$ cat config.mk
export PLATFORM = sky130hd
export DESIGN_NAME = mod_reduce_arbiter_flat
export DESIGN_NICKNAME = d
export VERILOG_FILES = /design/src/rtl/mod_reduce_arbiter_if.sv /design/src/rtl/mod_reduce_arbiter.sv /design/src/flat_wrapper.sv
export SDC_FILE = /design/constraint.sdc
export NUM_CORES = 1
export LEC_CHECK = 0
export ABC_AREA = 1
export CAP_MARGIN = 5
export CORE_AREA = 10 10 148 150
export DETAILED_ROUTE_END_ITERATION = 10
export DIE_AREA = 0 0 158 160
export DONT_BUFFER_PORTS = 1
export GPL_TIMING_DRIVEN = 0
export SLEW_MARGIN = 20
export SYNTH_ARGS = -nofsm -noshare
export SYNTH_HDL_FRONTEND = slang
export SYNTH_SLANG_ARGS = --single-unit
$ cat constraint.sdc
create_clock -name clk -period 2.8 [get_ports clk]
set_input_delay 0.56 -clock clk [delete_from_list [all_inputs] [get_ports clk]]
set_output_delay 0.56 -clock clk [all_outputs]
set_load 0.01 [all_outputs]
$ cat src/rtl/mod_reduce_arbiter_if.sv
// Client-side request/response bundle for the shared mod-Q reducer arbiter.
// master = requester side, slave = arbiter side.
interface mod_reduce_arbiter_if #(
  parameter int NREQ   = 4,
  parameter int WIDE_W = 64,
  parameter int VEC_W  = 32
);
  logic [NREQ-1:0]             req_valid;
  logic [NREQ-1:0]             req_ready;
  logic [NREQ-1:0][WIDE_W-1:0] req_vec;
  logic [NREQ-1:0]             resp_valid;
  logic [NREQ-1:0]             resp_ready;
  logic [VEC_W-1:0]            resp_vec;

  modport master (
    output req_valid, req_vec, resp_ready,
    input  req_ready, resp_valid, resp_vec
  );

  modport slave (
    input  req_valid, req_vec, resp_ready,
    output req_ready, resp_valid, resp_vec
  );
endinterface

$ cat src/rtl/mod_reduce_arbiter.sv
// Round-robin sharing of one external mod-Q reducer among NREQ clients.
// Owner tags ride a shadow pipeline; one global stall when the output is blocked.
module mod_reduce_arbiter #(
  parameter int  NREQ    = 4,
  parameter int  LAT     = 2,
  parameter int  N_SLOTS = 2,
  parameter int  W_BITS  = 16,
  localparam int TAG_W   = (NREQ > 1) ? $clog2(NREQ) : 1,
  localparam int WIDE_W  = N_SLOTS * 2 * W_BITS,
  localparam int VEC_W   = N_SLOTS * W_BITS
) (
  input  logic                clk,
  input  logic                reset,
  mod_reduce_arbiter_if.slave bus,
  output logic [WIDE_W-1:0]   red_in_vec,
  output logic                red_en,
  input  logic [VEC_W-1:0]    red_out_vec,
  output logic                busy
);

  logic [TAG_W-1:0]  ptr_reg;
  logic [TAG_W-1:0]  ptr_next;
  logic [TAG_W-1:0]  cand;
  logic [TAG_W-1:0]  grant_idx;
  logic              grant_any;
  logic [NREQ-1:0]   grant;
  logic [NREQ-1:0]   req_ready_c;
  logic [NREQ-1:0]   resp_valid_c;
  logic              adv;
  logic              accept;

  logic              slot0_valid_reg;
  logic [TAG_W-1:0]  slot0_tag_reg;
  logic [WIDE_W-1:0] slot0_vec_reg;

  logic              last_valid;
  logic [TAG_W-1:0]  last_tag;
  logic              stage_any;

  logic              out_valid_reg;
  logic [TAG_W-1:0]  out_tag_reg;
  logic [VEC_W-1:0]  out_vec_reg;

  function automatic logic [TAG_W-1:0] wrap_idx(input logic [TAG_W-1:0] base, input int off);
    int sum;
    sum = (int'(base) + off) % NREQ;
    return sum[TAG_W-1:0];
  endfunction

  // Everything moves together unless the output holds an unaccepted result.
  assign adv    = !out_valid_reg || bus.resp_ready[out_tag_reg];
  assign red_en = adv;
  assign accept = adv && grant_any;

  always_comb begin
    grant     = '0;
    grant_idx = '0;
    grant_any = 1'b0;
    cand      = '0;
    for (int k = 1; k <= NREQ; k++) begin
      cand = wrap_idx(ptr_reg, k);
      if (!grant_any && bus.req_valid[cand]) begin
        grant_any = 1'b1;
        grant_idx = cand;
      end
    end
    if (grant_any) begin
      grant[grant_idx] = 1'b1;
    end
  end

  assign ptr_next = accept ? grant_idx : ptr_reg;

  generate
    for (genvar gi = 0; gi < NREQ; gi++) begin : g_client
      assign req_ready_c[gi]  = !reset && adv && grant[gi];
      assign resp_valid_c[gi] = out_valid_reg && (out_tag_reg == TAG_W'(gi));
    end
  endgenerate

  assign bus.req_ready  = req_ready_c;
  assign bus.resp_valid = resp_valid_c;
  assign bus.resp_vec   = out_vec_reg;
  assign red_in_vec     = slot0_valid_reg ? slot0_vec_reg : '0;

  always_ff @(posedge clk) begin
    if (reset) begin
      ptr_reg         <= TAG_W'(NREQ - 1);
      slot0_valid_reg <= 1'b0;
      slot0_tag_reg   <= '0;
      slot0_vec_reg   <= '0;
    end else begin
      ptr_reg <= ptr_next;
      if (adv) begin
        slot0_valid_reg <= accept;
        slot0_tag_reg   <= grant_idx;
        slot0_vec_reg   <= accept ? bus.req_vec[grant_idx] : '0;
      end
    end
  end

  // Shadow of the reducer's internal registers: tag/valid only, data stays outside.
  generate
    if (LAT == 0) begin : g_comb_reducer
      assign last_valid = slot0_valid_reg;
      assign last_tag   = slot0_tag_reg;
      assign stage_any  = 1'b0;
    end else begin : g_piped_reducer
      logic [LAT-1:0]   stg_valid_reg;
      logic [TAG_W-1:0] stg_tag_reg [LAT];

      always_ff @(posedge clk) begin
        if (reset) begin
          stg_valid_reg <= '0;
          for (int i = 0; i < LAT; i++) begin
            stg_tag_reg[i] <= '0;
          end
        end else if (adv) begin
          stg_valid_reg[0] <= slot0_valid_reg;
          stg_tag_reg[0]   <= slot0_tag_reg;
          for (int i = 1; i < LAT; i++) begin
            stg_valid_reg[i] <= stg_valid_reg[i-1];
            stg_tag_reg[i]   <= stg_tag_reg[i-1];
          end
        end
      end

      assign last_valid = stg_valid_reg[LAT-1];
      assign last_tag   = stg_tag_reg[LAT-1];
      assign stage_any  = |stg_valid_reg;
    end
  endgenerate

  always_ff @(posedge clk) begin
    if (reset) begin
      out_valid_reg <= 1'b0;
      out_tag_reg   <= '0;
      out_vec_reg   <= '0;
    end else if (adv) begin
      out_valid_reg <= last_valid;
      out_tag_reg   <= last_tag;
      out_vec_reg   <= red_out_vec;
    end
  end

  assign busy = slot0_valid_reg || stage_any || out_valid_reg;

endmodule

$ cat src/flat_wrapper.sv
// flat-port wrapper written by rule: the top's interface ports become plain ports
module mod_reduce_arbiter_flat 
#(
  parameter int  NREQ    = 4,
  parameter int  LAT     = 2,
  parameter int  N_SLOTS = 2,
  parameter int  W_BITS  = 16,
  localparam int TAG_W   = (NREQ > 1) ? $clog2(NREQ) : 1,
  localparam int WIDE_W  = N_SLOTS * 2 * W_BITS,
  localparam int VEC_W   = N_SLOTS * W_BITS
)
  (clk, reset, red_in_vec, red_en, red_out_vec, busy, bus_req_valid, bus_req_vec, bus_resp_ready, bus_req_ready, bus_resp_valid, bus_resp_vec);
  mod_reduce_arbiter_if #(.NREQ(NREQ), .WIDE_W((64)), .VEC_W((32))) bus_i ();
  input  logic clk;
  input  logic reset;
  output logic [WIDE_W-1:0] red_in_vec;
  output logic red_en;
  input  logic [VEC_W-1:0] red_out_vec;
  output logic busy;
  input wire logic [$bits(bus_i.req_valid)-1:0] bus_req_valid;
  input wire logic [$bits(bus_i.req_vec)-1:0] bus_req_vec;
  input wire logic [$bits(bus_i.resp_ready)-1:0] bus_resp_ready;
  output wire logic [$bits(bus_i.req_ready)-1:0] bus_req_ready;
  output wire logic [$bits(bus_i.resp_valid)-1:0] bus_resp_valid;
  output wire logic [$bits(bus_i.resp_vec)-1:0] bus_resp_vec;
  assign bus_i.req_valid = bus_req_valid;
  assign bus_i.req_vec = bus_req_vec;
  assign bus_i.resp_ready = bus_resp_ready;
  assign bus_req_ready = bus_i.req_ready;
  assign bus_resp_valid = bus_i.resp_valid;
  assign bus_resp_vec = bus_i.resp_vec;
  mod_reduce_arbiter #(.NREQ(NREQ), .LAT(LAT), .N_SLOTS(N_SLOTS), .W_BITS(W_BITS)) u_core (.clk(clk), .reset(reset), .bus(bus_i), .red_in_vec(red_in_vec), .red_en(red_en), .red_out_vec(red_out_vec), .busy(busy));
endmodule
# Word-level counts from Yosys, hierarchy flattened
# Memories as Yosys holds them, arrays and structs flattened. A register that Yosys moved wholly into a read port is not among the register bits.
# Cells that the tools add are included.
# word_totals
register_bits	104
ram_bits	4
out_inout_bits	106
wordCells	80
memories	1
# memory_table
memory	words	width	read_ports	rd_ports_with_merged_regs	write_ports	line_no	rtl
u_core.g_piped_reducer.stg_tag_reg	2	2	2	1	2	mod_reduce_arbiter.sv:110	logic [TAG_W-1:0] stg_tag_reg [LAT];
# op_classes
add_sub_neg	4
magnitude_cmp	7
n_eq_ne	3
n_mux	32
bitwise	2
reduce_logical	24
# ops
operator	n
64-bit two-way mux	3
64-bit binary-select mux with 2-bit select	1
2-bit by 3-bit less-than comparator with 1-bit output (second input constant)	6
1-bit two-way mux	15
1-bit logical AND	14
2-bit two-way mux	6
1-bit binary-select mux with 2-bit select	5
1-bit logical NOT	5
2-bit by 1-bit adder with 2-bit output (second input constant)	2
2-bit adder (second input constant)	2
2-bit equality test (second input constant)	2
4-bit two-way mux	1
1-bit logical OR	3
1-bit demux with 2-bit select	1
2-bit by 1-bit equality test with 1-bit output (second input constant)	1
2-bit by 1-bit greater-or-equal comparator with 1-bit output (second input constant)	1
2-bit logical NOT	1
1-bit OR	2
2-bit OR reduction	1

# Depth between registers and ports, before layout
# Gate-level depths: netlist of run 1.
# depth
ltp_word	19
depth_mapped	18

# Worst setup path after synthesis of run 1
# Ideal clock, no wire load.
# synth_timing
kind	input-to-output
startpoint	input bus_req_valid[3]
endpoint	output bus_req_ready[0]
arrival_ns	1.808
slack_ns	0.432
cell_stages	11
path_buffers	2
cell_sequence	nand2_1 -> nand2_1 -> nand2_1 -> nand2_1 -> nor2_2 -> nand3_2 -> nand3_2 -> buf_4 -> buf_4 -> inv_2 -> nor3_1
# synth_via
elab_chain_cells	18
# synth_lines
item	line_no	rtl
start: declaration	flat_wrapper.sv:20	input wire logic [$bits(bus_i.req_valid)-1:0] bus_req_valid;
1-bit binary-select mux with 2-bit select	mod_reduce_arbiter.sv:62	if (!grant_any && bus.req_valid[cand]) begin
1-bit two-way mux (implied by the code)	mod_reduce_arbiter.sv:62	
1-bit two-way mux	mod_reduce_arbiter.sv:62	
1-bit logical NOT	mod_reduce_arbiter.sv:62	
1-bit logical AND	mod_reduce_arbiter.sv:62	
1-bit two-way mux	mod_reduce_arbiter.sv:62	
1-bit logical NOT	mod_reduce_arbiter.sv:62	
1-bit logical AND	mod_reduce_arbiter.sv:62	
(+2 left out)	-	
1-bit logical AND	mod_reduce_arbiter.sv:62	
2-bit two-way mux	mod_reduce_arbiter.sv:62	
2-bit by 3-bit less-than comparator with 1-bit output (implied by the code) or 2-bit by 1-bit greater-or-equal comparator with 1-bit output (tied branches)	mod_reduce_arbiter.sv:68	grant[grant_idx] = 1'b1;
1-bit logical AND (implied by the code)	mod_reduce_arbiter.sv:68	
1-bit two-way mux (implied by the code)	mod_reduce_arbiter.sv:68	
1-bit demux with 2-bit select	-	
4-bit two-way mux (*)	mod_reduce_arbiter.sv:67	if (grant_any) begin
1-bit logical AND (*)	mod_reduce_arbiter.sv:76	assign req_ready_c[gi] = !reset && adv && grant[gi];
end: declaration	flat_wrapper.sv:23	output wire logic [$bits(bus_i.req_ready)-1:0] bus_req_ready;
# Every way passes the cells marked *; elsewhere a longest branch is shown, timed or not. The select of a mux whose other input is x is not followed.

# Worst setup path after layout of run 1
# layout_timing
startpoint	register u_core.ptr_reg[0]
endpoint	output bus_req_ready[0]
# layout_via
elab_chain_cells	19
# layout_lines
item	line_no	rtl
start: declaration	mod_reduce_arbiter.sv:21	logic [TAG_W-1:0] ptr_reg;
start signal: assignment	mod_reduce_arbiter.sv:88	ptr_reg <= TAG_W'(NREQ - 1);
start signal: assignment	mod_reduce_arbiter.sv:93	ptr_reg <= ptr_next;
2-bit by 1-bit adder with 2-bit output	mod_reduce_arbiter.sv:46	sum = (int'(base) + off) % NREQ;
1-bit binary-select mux with 2-bit select	mod_reduce_arbiter.sv:62	
1-bit two-way mux (implied by the code)	mod_reduce_arbiter.sv:62	
1-bit two-way mux	mod_reduce_arbiter.sv:62	
1-bit logical NOT	mod_reduce_arbiter.sv:62	
1-bit logical AND	mod_reduce_arbiter.sv:62	
1-bit two-way mux	mod_reduce_arbiter.sv:62	
1-bit logical NOT	mod_reduce_arbiter.sv:62	
(+3 left out)	-	
1-bit logical AND	mod_reduce_arbiter.sv:62	
2-bit two-way mux	mod_reduce_arbiter.sv:62	
2-bit by 3-bit less-than comparator with 1-bit output (implied by the code) or 2-bit by 1-bit greater-or-equal comparator with 1-bit output (tied branches)	mod_reduce_arbiter.sv:68	
1-bit logical AND (implied by the code)	mod_reduce_arbiter.sv:68	
1-bit two-way mux (implied by the code)	mod_reduce_arbiter.sv:68	
1-bit demux with 2-bit select	-	
4-bit two-way mux (*)	mod_reduce_arbiter.sv:67	
1-bit logical AND (*)	mod_reduce_arbiter.sv:76	
# Marks and branches as above.

==> summary.md, run 1 <==
| Metric | Value |
|---|---|
| Clock power share | 0.105 |
| Met3 GRT Util | 0.0736 |
| Reg-to-reg endpoint | u_core.slot0_vec_reg[39] |
| Final GP Congestion | 0.913 |
| Max reg flops | 64 |
| Leakage power figure | 4.80 nW |
| CP required | 2.24 ns |
| Met2 usage | 0.399 |
| Mean Syn Cell Area | 5.61 um^2 |
| P per Cell Area | approximately 1600 nW/um^2 |
| Clock sink total | 110 |
| Post-synth EDFFs | 4 |
| Slew @ Worst Pin | roughly 0.63 ns |
| Initial antenna violation count | 0 |
| Synthesized area | 7340 um^2 |
| Worst vdd ir | around 0.74 mV |
| CTS tree | yes |
| Core ar. | roughly 19000 um^2 |
| GRT Total Usage | 0.239 |
| Die Y | between 150 and 200 um |
| Setup TNS | 0 ns |
| FF/Latch Area | around 2200 um^2 |
| Flop-to-flop setup slack | approximately 0.39 ns |
| Hold_ws | ~0.26 ns |
| Fmax achieved | between 300 and 400 MHz |
| Synth cell count leaders | nand2_1 (803), nand4_1 (130), dfxtp_1 (106), inv_1 (78), buf_2 (55) |
| Hold Startpoint | reset |
| Worst-path maximum fanout | 10 |
| Initial Util | 0.385 |
| Nets | 1625 |
| Total die area | 25300 um^2 |
| Synth Register Bits | 110 |
| DR vias | 8374 |
| Port Buffers | 0 |
| Hold path cells | 1 |
| Critical path class | reg2out |
| Wire per inst | 20.4 um |
| Detailed Route WL | 32.0 mm |
| CTS clk-pin slew, worst paths | 0.09 ns |
| Max-Slew Margin vs Limit | 0.577 |
| Syn nets | between 1500 and 2000 |
| Max cap viols | 0 |
| Combinational power share | 0.725 |
| Largest stage delay, worst path | ~0.31 ns |
| Fin. max-slew vios | 0 |
| CTS H-Tree Depth | 3 |
| Top-count cell post-synth | nand2_1 |
| Pin count of the biggest net entering global routing | 24 |
| Synthesized instance count | 1309 |
| Area contributors post-synth | nand2_1 (41%), dfxtp_1 (29%), nand4_1 (11%) |
| CP startpoint kind | flip-flop |
| Hold EP | u_core.out_valid_reg |
| Clock Path Buffers | 2 |
| Slack of the critical path | roughly 0.085 ns |
| Avg Vias per Cell | around 5.3 |
| Synth area leader | nand2_1 |
| Clock latency on the worst-skew pair | 0.36 ns |
| Post-synth top flop | dfxtp_1 |
| Die X | roughly 160 um |
| Global-route wire length before repair | 47.0 mm |
| Post-route design area | slightly above 8000 um^2 |
| Iteration-0 DRC Markers | ~570 |
| CTS root buf | clkbuf_16 |
| FF-to-FF path depth | 19 |
| ANT cells | 0 |
| Synth cell types | 25 |
| Seq/Total Area, Yosys | 0.305 |
| HPWL after DPL | ~25 mm |
| Area after DPL | 7640 um^2 |
| M1 GR Usage | 0.291 |
| WP data arrival | about 2.2 ns |
| Drt first pass iters | 5 |
| Setup Slack @ Placement | -0.119 ns |
| GRT overflow | 0 |
| CTS buffer count | 9 |
| Register share of total power | 0.170 |
| Most Crowded Layer GR | met2 |
| Std cell rows | just over 50 |
| CP Capture Type | output port |
| Final setup fails | 0 |
| Yosys warns | 0 |
| Worst path slowest cell | dfxtp_1 |
| Internal power | roughly 5.7 mW |
| Top-area cell type share of the netlist area | 0.411 |
| Worst clock skew | around 0.0073 ns |
| # DRC | 0 |
| Fin crit share | 0.970 |
| Crit-path cells | buf_6 -> inv_8 -> nand2_1 -> nand2_1 -> nand2_2 -> nand2_4 -> nor2_4 -> nand3_4 -> nand2_4 -> nor2_4 -> buf_12 -> clkinvlp_4 -> nor3_4 |
| Proportion of synthesized flip-flops having asynchronous set or reset | 0 |
| Hold Buf Count CTS | 0 |
| P&R area growth vs syn | 11.6% |
| DRT antenna net count | 0 |
| Crit path time final | 2.71 ns |
| NetSw | about 7.3 mW |
| Hold Vio Cnt, Final | 0 |
| Crit Reg-Reg Startpoint | u_core.ptr_reg[0] |
| Status | finished clean |
| Share of layout cells above drive strength 1 | 0.0976 |
| Fillers | approximately 2200 |
| Multi-input gate area | 4360 um^2 |
| Vias in the first global route | between 7000 and 8000 |
| Total chip power | approximately 13 mW |
| HP Class | in2reg |
| Switching fraction of total power | 0.561 |
| I/O pins | just over 400 |
==> worst max-delay path by stage <==
stage / startpoint / to / slack [ns]
global placement: bus_req_valid[2] / bus_req_ready[1] / -0.06
global route: u_core.ptr_reg[1] / bus_req_ready[0] / -0.03
CTS: u_core.ptr_reg[1] / bus_req_ready[3] / 0.0004
floorplan: bus_req_valid[3] / bus_req_ready[0] / 0.43
finish: u_core.ptr_reg[0] / bus_req_ready[0] / 0.09
detailed placement: bus_req_valid[2] / bus_req_ready[0] / -0.12
==> per-stage QoR <==
step,cells,util
floorplan,1309,-
global placement,1547,0.400
detailed placement,1547,0.400
CTS,1567,0.426
global route,1570,0.429
finish,1570,0.429
==> layout by cell type, fill, tap and decap left out, types with 2 or more instances in the layout <==
cell / synthesis / layout
nor3_4: 0 / 4
nand3_1: 44 / 43
nand2_2: 1 / 9
clkbuf_1: 23 / 21
inv_12: 0 / 2
o21ai_0: 6 / 6
nor2_4: 0 / 3
buf_12: 0 / 2
clkbuf_16: 0 / 9
inv_8: 0 / 2
clkinv_8: 0 / 2
dfxtp_1: 106 / 105
inv_2: 5 / 4
nand3_4: 0 / 2
nand4_1: 130 / 130
nor3_1: 8 / 4
nand2_1: 803 / 793
buf_2: 55 / 54
inv_6: 0 / 2
buf_6: 4 / 6
nor2_1: 6 / 4
edfxtp_1: 4 / 4
nand3_2: 3 / 2
inv_1: 78 / 77
a21oi_1: 3 / 3
buf_4: 14 / 18
o22ai_1: 3 / 3
nand2_4: 0 / 2
buf_1: 6 / 6
==> cell families after synthesis <==
family | Yosys count | synth area share
buf+inv | 187 | 0.117
compound gates | 14 | 0.0102
flops | 110 | 0.305
simple gates | 998 | 0.568
==> power groups by stage <==
stage | Sequential [mW] | Clock, mW | Combinational [mW]
5_1_grt | 2.23 | 1.45 | 10.6
2_1_floorplan | 2.18 | 0 | 6.53
3_3_place_gp | 2.22 | 0 | 8.85
4_1_cts | 2.19 | 1.40 | 9.30
3_5_place_dp | 2.22 | 0 | 8.88
6_report | 2.19 | 1.36 | 9.38
==> layout make-up <==
cell class | count | area share
well taps | 238 | 0.0364
flip-flops and latches | 110 | 0.274
clock inverters | 7 | 0.0115
inverters | 85 | 0.0406
clock buffers | 9 | 0.0275
repair buffers | 10 | 0.00962
plain buffers | 99 | 0.0678
multi-input cells | 1012 | 0.533
==> worst max-delay path, delay by kind of cell (launching register included) <==
| family | cells | cell delay (ns) |
|---|---|---|
| AND/OR/NAND/NOR | 9 | 0.99 |
| buffers and inverters | 4 | 0.47 |
| flip-flops | 1 | 0.31 |
==> routing by layer <==
metal  vias to the layer above  share of wire  wire (um)
li1                       4141              -          -
met1                      3798           0.40      12800
met2                       394           0.48      15400
met3                        41           0.10       3290
met4                         0          0.018        581
met5                         -              0          0
==> repair_timing <==
item                       4_1_cts  5_1_grt
setup endpoints to repair        4        5
buffers inserted                 7        3
pin swaps                        9        8
resized for setup               33       13
(Power assumes the default switching activity.)
==> inputs of run 2 (changes only) <==
Settings changed: CORE_AREA 10 10 148 150 to 10 10 150 152, DIE_AREA 0 0 158 160 to 0 0 160 162.
==> run 2 against run 1 <==
  * Clock power about the same
  * Wire length increased by 1.0%
  * Flip-flop and latch count unchanged
  * Via count shrank 0.59%
  * Critical path type unchanged
  * Maximum frequency fell by 0.78%
  * Cell area increased by 1.5%
  * Clock skew is 0.0012 ns higher
  * Sequential power barely moved
  * Global-route usage is 0.31 points lower
==> summary.md, run 2 (synthesis results as in run 1) <==
| Metric | Value |
|---|---|
| Status | finished clean |
| Flop-to-flop setup slack | between 0.3 and 0.4 ns |
| Fin. max-slew vios | 0 |
| CTS H-Tree Depth | 3 |
| Port Buffers | 0 |
| # DRC | 0 |
| CTS buffer count | 9 |
| Global-route wire length before repair | ~48 mm |
| Most common library cell in the layout ignoring fill and taps | nand2_1 |
| FF-to-FF path depth | 18 |
| Detailed Route WL | 32.4 mm |
| Largest stage delay, worst path | between 0.3 and 0.4 ns |
| CTS tree | yes |
| GRT Total Usage | 0.236 |
| CP startpoint kind | flip-flop |
| RSZ-0062 raised after global routing | true |
| Final GP Congestion | ~0.9 |
| Wire per inst | 20.2 um |
| Hold Startpoint | reset |
| CTS clk-pin slew, worst paths | approximately 0.08 ns |
| Slack of the critical path | 0.0637 ns |
| Initial antenna violation count | 0 |
| CTS root buf | clkbuf_16 |
| Std cell rows | between 50 and 60 |
| GRT overflow | 0 |
| Worst vdd ir | roughly 1.0 mV |
| Leakage power figure | about 4.9 nW |
| Die X | approximately 160 um |
| Iteration-0 DRC Markers | roughly 660 |
| DRT antenna net count | 0 |
| Worst path slowest cell | dfxtp_2 |
| Pin count of the biggest net entering global routing | 24 |
| Max reg flops | 64 |
| Fmax achieved | roughly 370 MHz |
| HPWL after DPL | around 26 mm |
| Clock sink total | 110 |
| ANT cells | 0 |
| Reg-to-reg endpoint | u_core.slot0_vec_reg[43] |
| Avg Vias per Cell | 5.19 |
| Clock Path Buffers | 2 |
| FF/Latch Area | approximately 2200 um^2 |
| Fillers | roughly 2200 |
| Crit-path cells | buf_6 -> clkinv_8 -> nand2_2 -> nand2_2 -> nand2_2 -> nand2_4 -> nor2_4 -> buf_6 -> nand3_4 -> nand2_4 -> nor2_4 -> buf_12 -> clkinvlp_4 -> nor3_4 |
| WP data arrival | roughly 2.2 ns |
| Hold Vio Cnt, Final | 0 |
| Setup Slack @ Placement | -0.0677 ns |
| Critical path class | reg2out |
| Final setup fails | 0 |
| Share of layout cells above drive strength 1 | 0.110 |
| Fin crit share | 0.977 |
| DR vias | between 8000 and 9000 |
| Hold Buf Count CTS | 0 |
| Clock latency on the worst-skew pair | approximately 0.36 ns |
| Total chip power | about 13 mW |
| Max-Slew Margin vs Limit | 0.553 |
| Worst clock skew | approximately 0.0085 ns |
| Most used cell, CP | nand2_2 |
| Initial Util | 0.378 |
| Max cap viols | 0 |
| P&R area growth vs syn | 13.2% |
| Vias in the first global route | slightly above 8000 |
| CP Capture Type | output port |
| Die Y | between 150 and 200 um |
| Crit path time final | ~2.7 ns |
| Hold path cells | 1 |
| Core ar. | a little under 20000 um^2 |
| Nets | roughly 1600 |
| Multi-input gate area | 4400 um^2 |
| Drt first pass iters | 7 |
| CP required | approximately 2.2 ns |
| Hold EP | u_core.out_valid_reg |
| Slew @ Worst Pin | 0.670 ns |
| I/O pins | a little over 400 |
| Worst-path maximum fanout | 8 |
| Most frequent cells in the layout | nand2_1 (785), nand4_1 (130), dfxtp_1 (104) |
| P per Cell Area | around 1600 nW/um^2 |
| Crit Reg-Reg Startpoint | u_core.ptr_reg[0] |
| HP Class | in2reg |
| Total die area | 25900 um^2 |
## run 2: cell count changes in the layout (fill, tap and decap cells not counted), sizes merged
cell	previous run	this run
buf	87	95
inv	88	86
clkinv	3	5
## run 2: worst max-delay path by stage
| stage | startpoint | endpoint | slack [ns] | cells past startpoint |
|---|---|---|---|---|
| floorplan | bus_req_valid[3] | bus_req_ready[0] | 0.43 | 11 |
| global route | u_core.ptr_reg[0] | bus_req_ready[0] | -0.04 | 14 |
| CTS | u_core.ptr_reg[0] | bus_req_ready[1] | 0.0005 | 14 |
| detailed placement | bus_req_valid[3] | bus_req_ready[0] | -0.07 | 11 |
| global placement | bus_req_valid[2] | bus_req_ready[1] | -0.1 | 11 |
| finish | u_core.ptr_reg[0] | bus_req_ready[0] | 0.06 | 14 |
## run 2: critical path, delay by kind of cell, from the launching register on
kind / cells / cell delay (ns)
buf+inv: 5 / 0.56
flops: 1 / 0.33
simple gates: 9 / 0.89
## run 2: metal layers
layer | GRT usage | up-vias | routed length [um]
li1 | - | 4159 | -
met1 | 0.275 | 3767 | 13100
met2 | 0.408 | 369 | 15800
met3 | 0.0804 | 30 | 3000
met4 | 0.0538 | 0 | 475
met5 | 0 | - | 0
## run 2: area by class of cell
class / instances / share of cell area
inverters: 85 / 0.0406
repair buffers: 18 / 0.0167
multi-input cells: 1012 / 0.529
well taps: 265 / 0.0399
clock buffers: 9 / 0.0271
plain buffers: 99 / 0.0653
flip-flops and latches: 110 / 0.270
clock inverters: 7 / 0.0113
## run 2: report_power, final
group          switching, mW  total [mW]  internal, mW
registers              0.207        2.20          2.00
clock network          0.693        1.35         0.653
logic                   6.31        9.35          3.03
## run 2: through the flow
step / util / cell area (um^2) / TNS [ns] / std cells / hold WS (ns)
floorplan: - / 7340 / 0 / 1309 / 0.426
global placement: 0.396 / 7670 / -0.249 / 1574 / 0.436
detailed placement: 0.396 / 7670 / -0.156 / 1574 / 0.439
CTS: 0.423 / 8210 / 0 / 1602 / 0.240
global route: 0.429 / 8310 / -0.0561 / 1605 / 0.236
finish: 0.429 / 8310 / 0 / 1605 / 0.259
## run 2: repair_timing
item                                    4_1_cts  5_1_grt
resized for setup                            28       29
cloned                                        0        1
pin swaps                                    11       14
endpoints found under the setup margin        4       12
setup buffers                                15        2
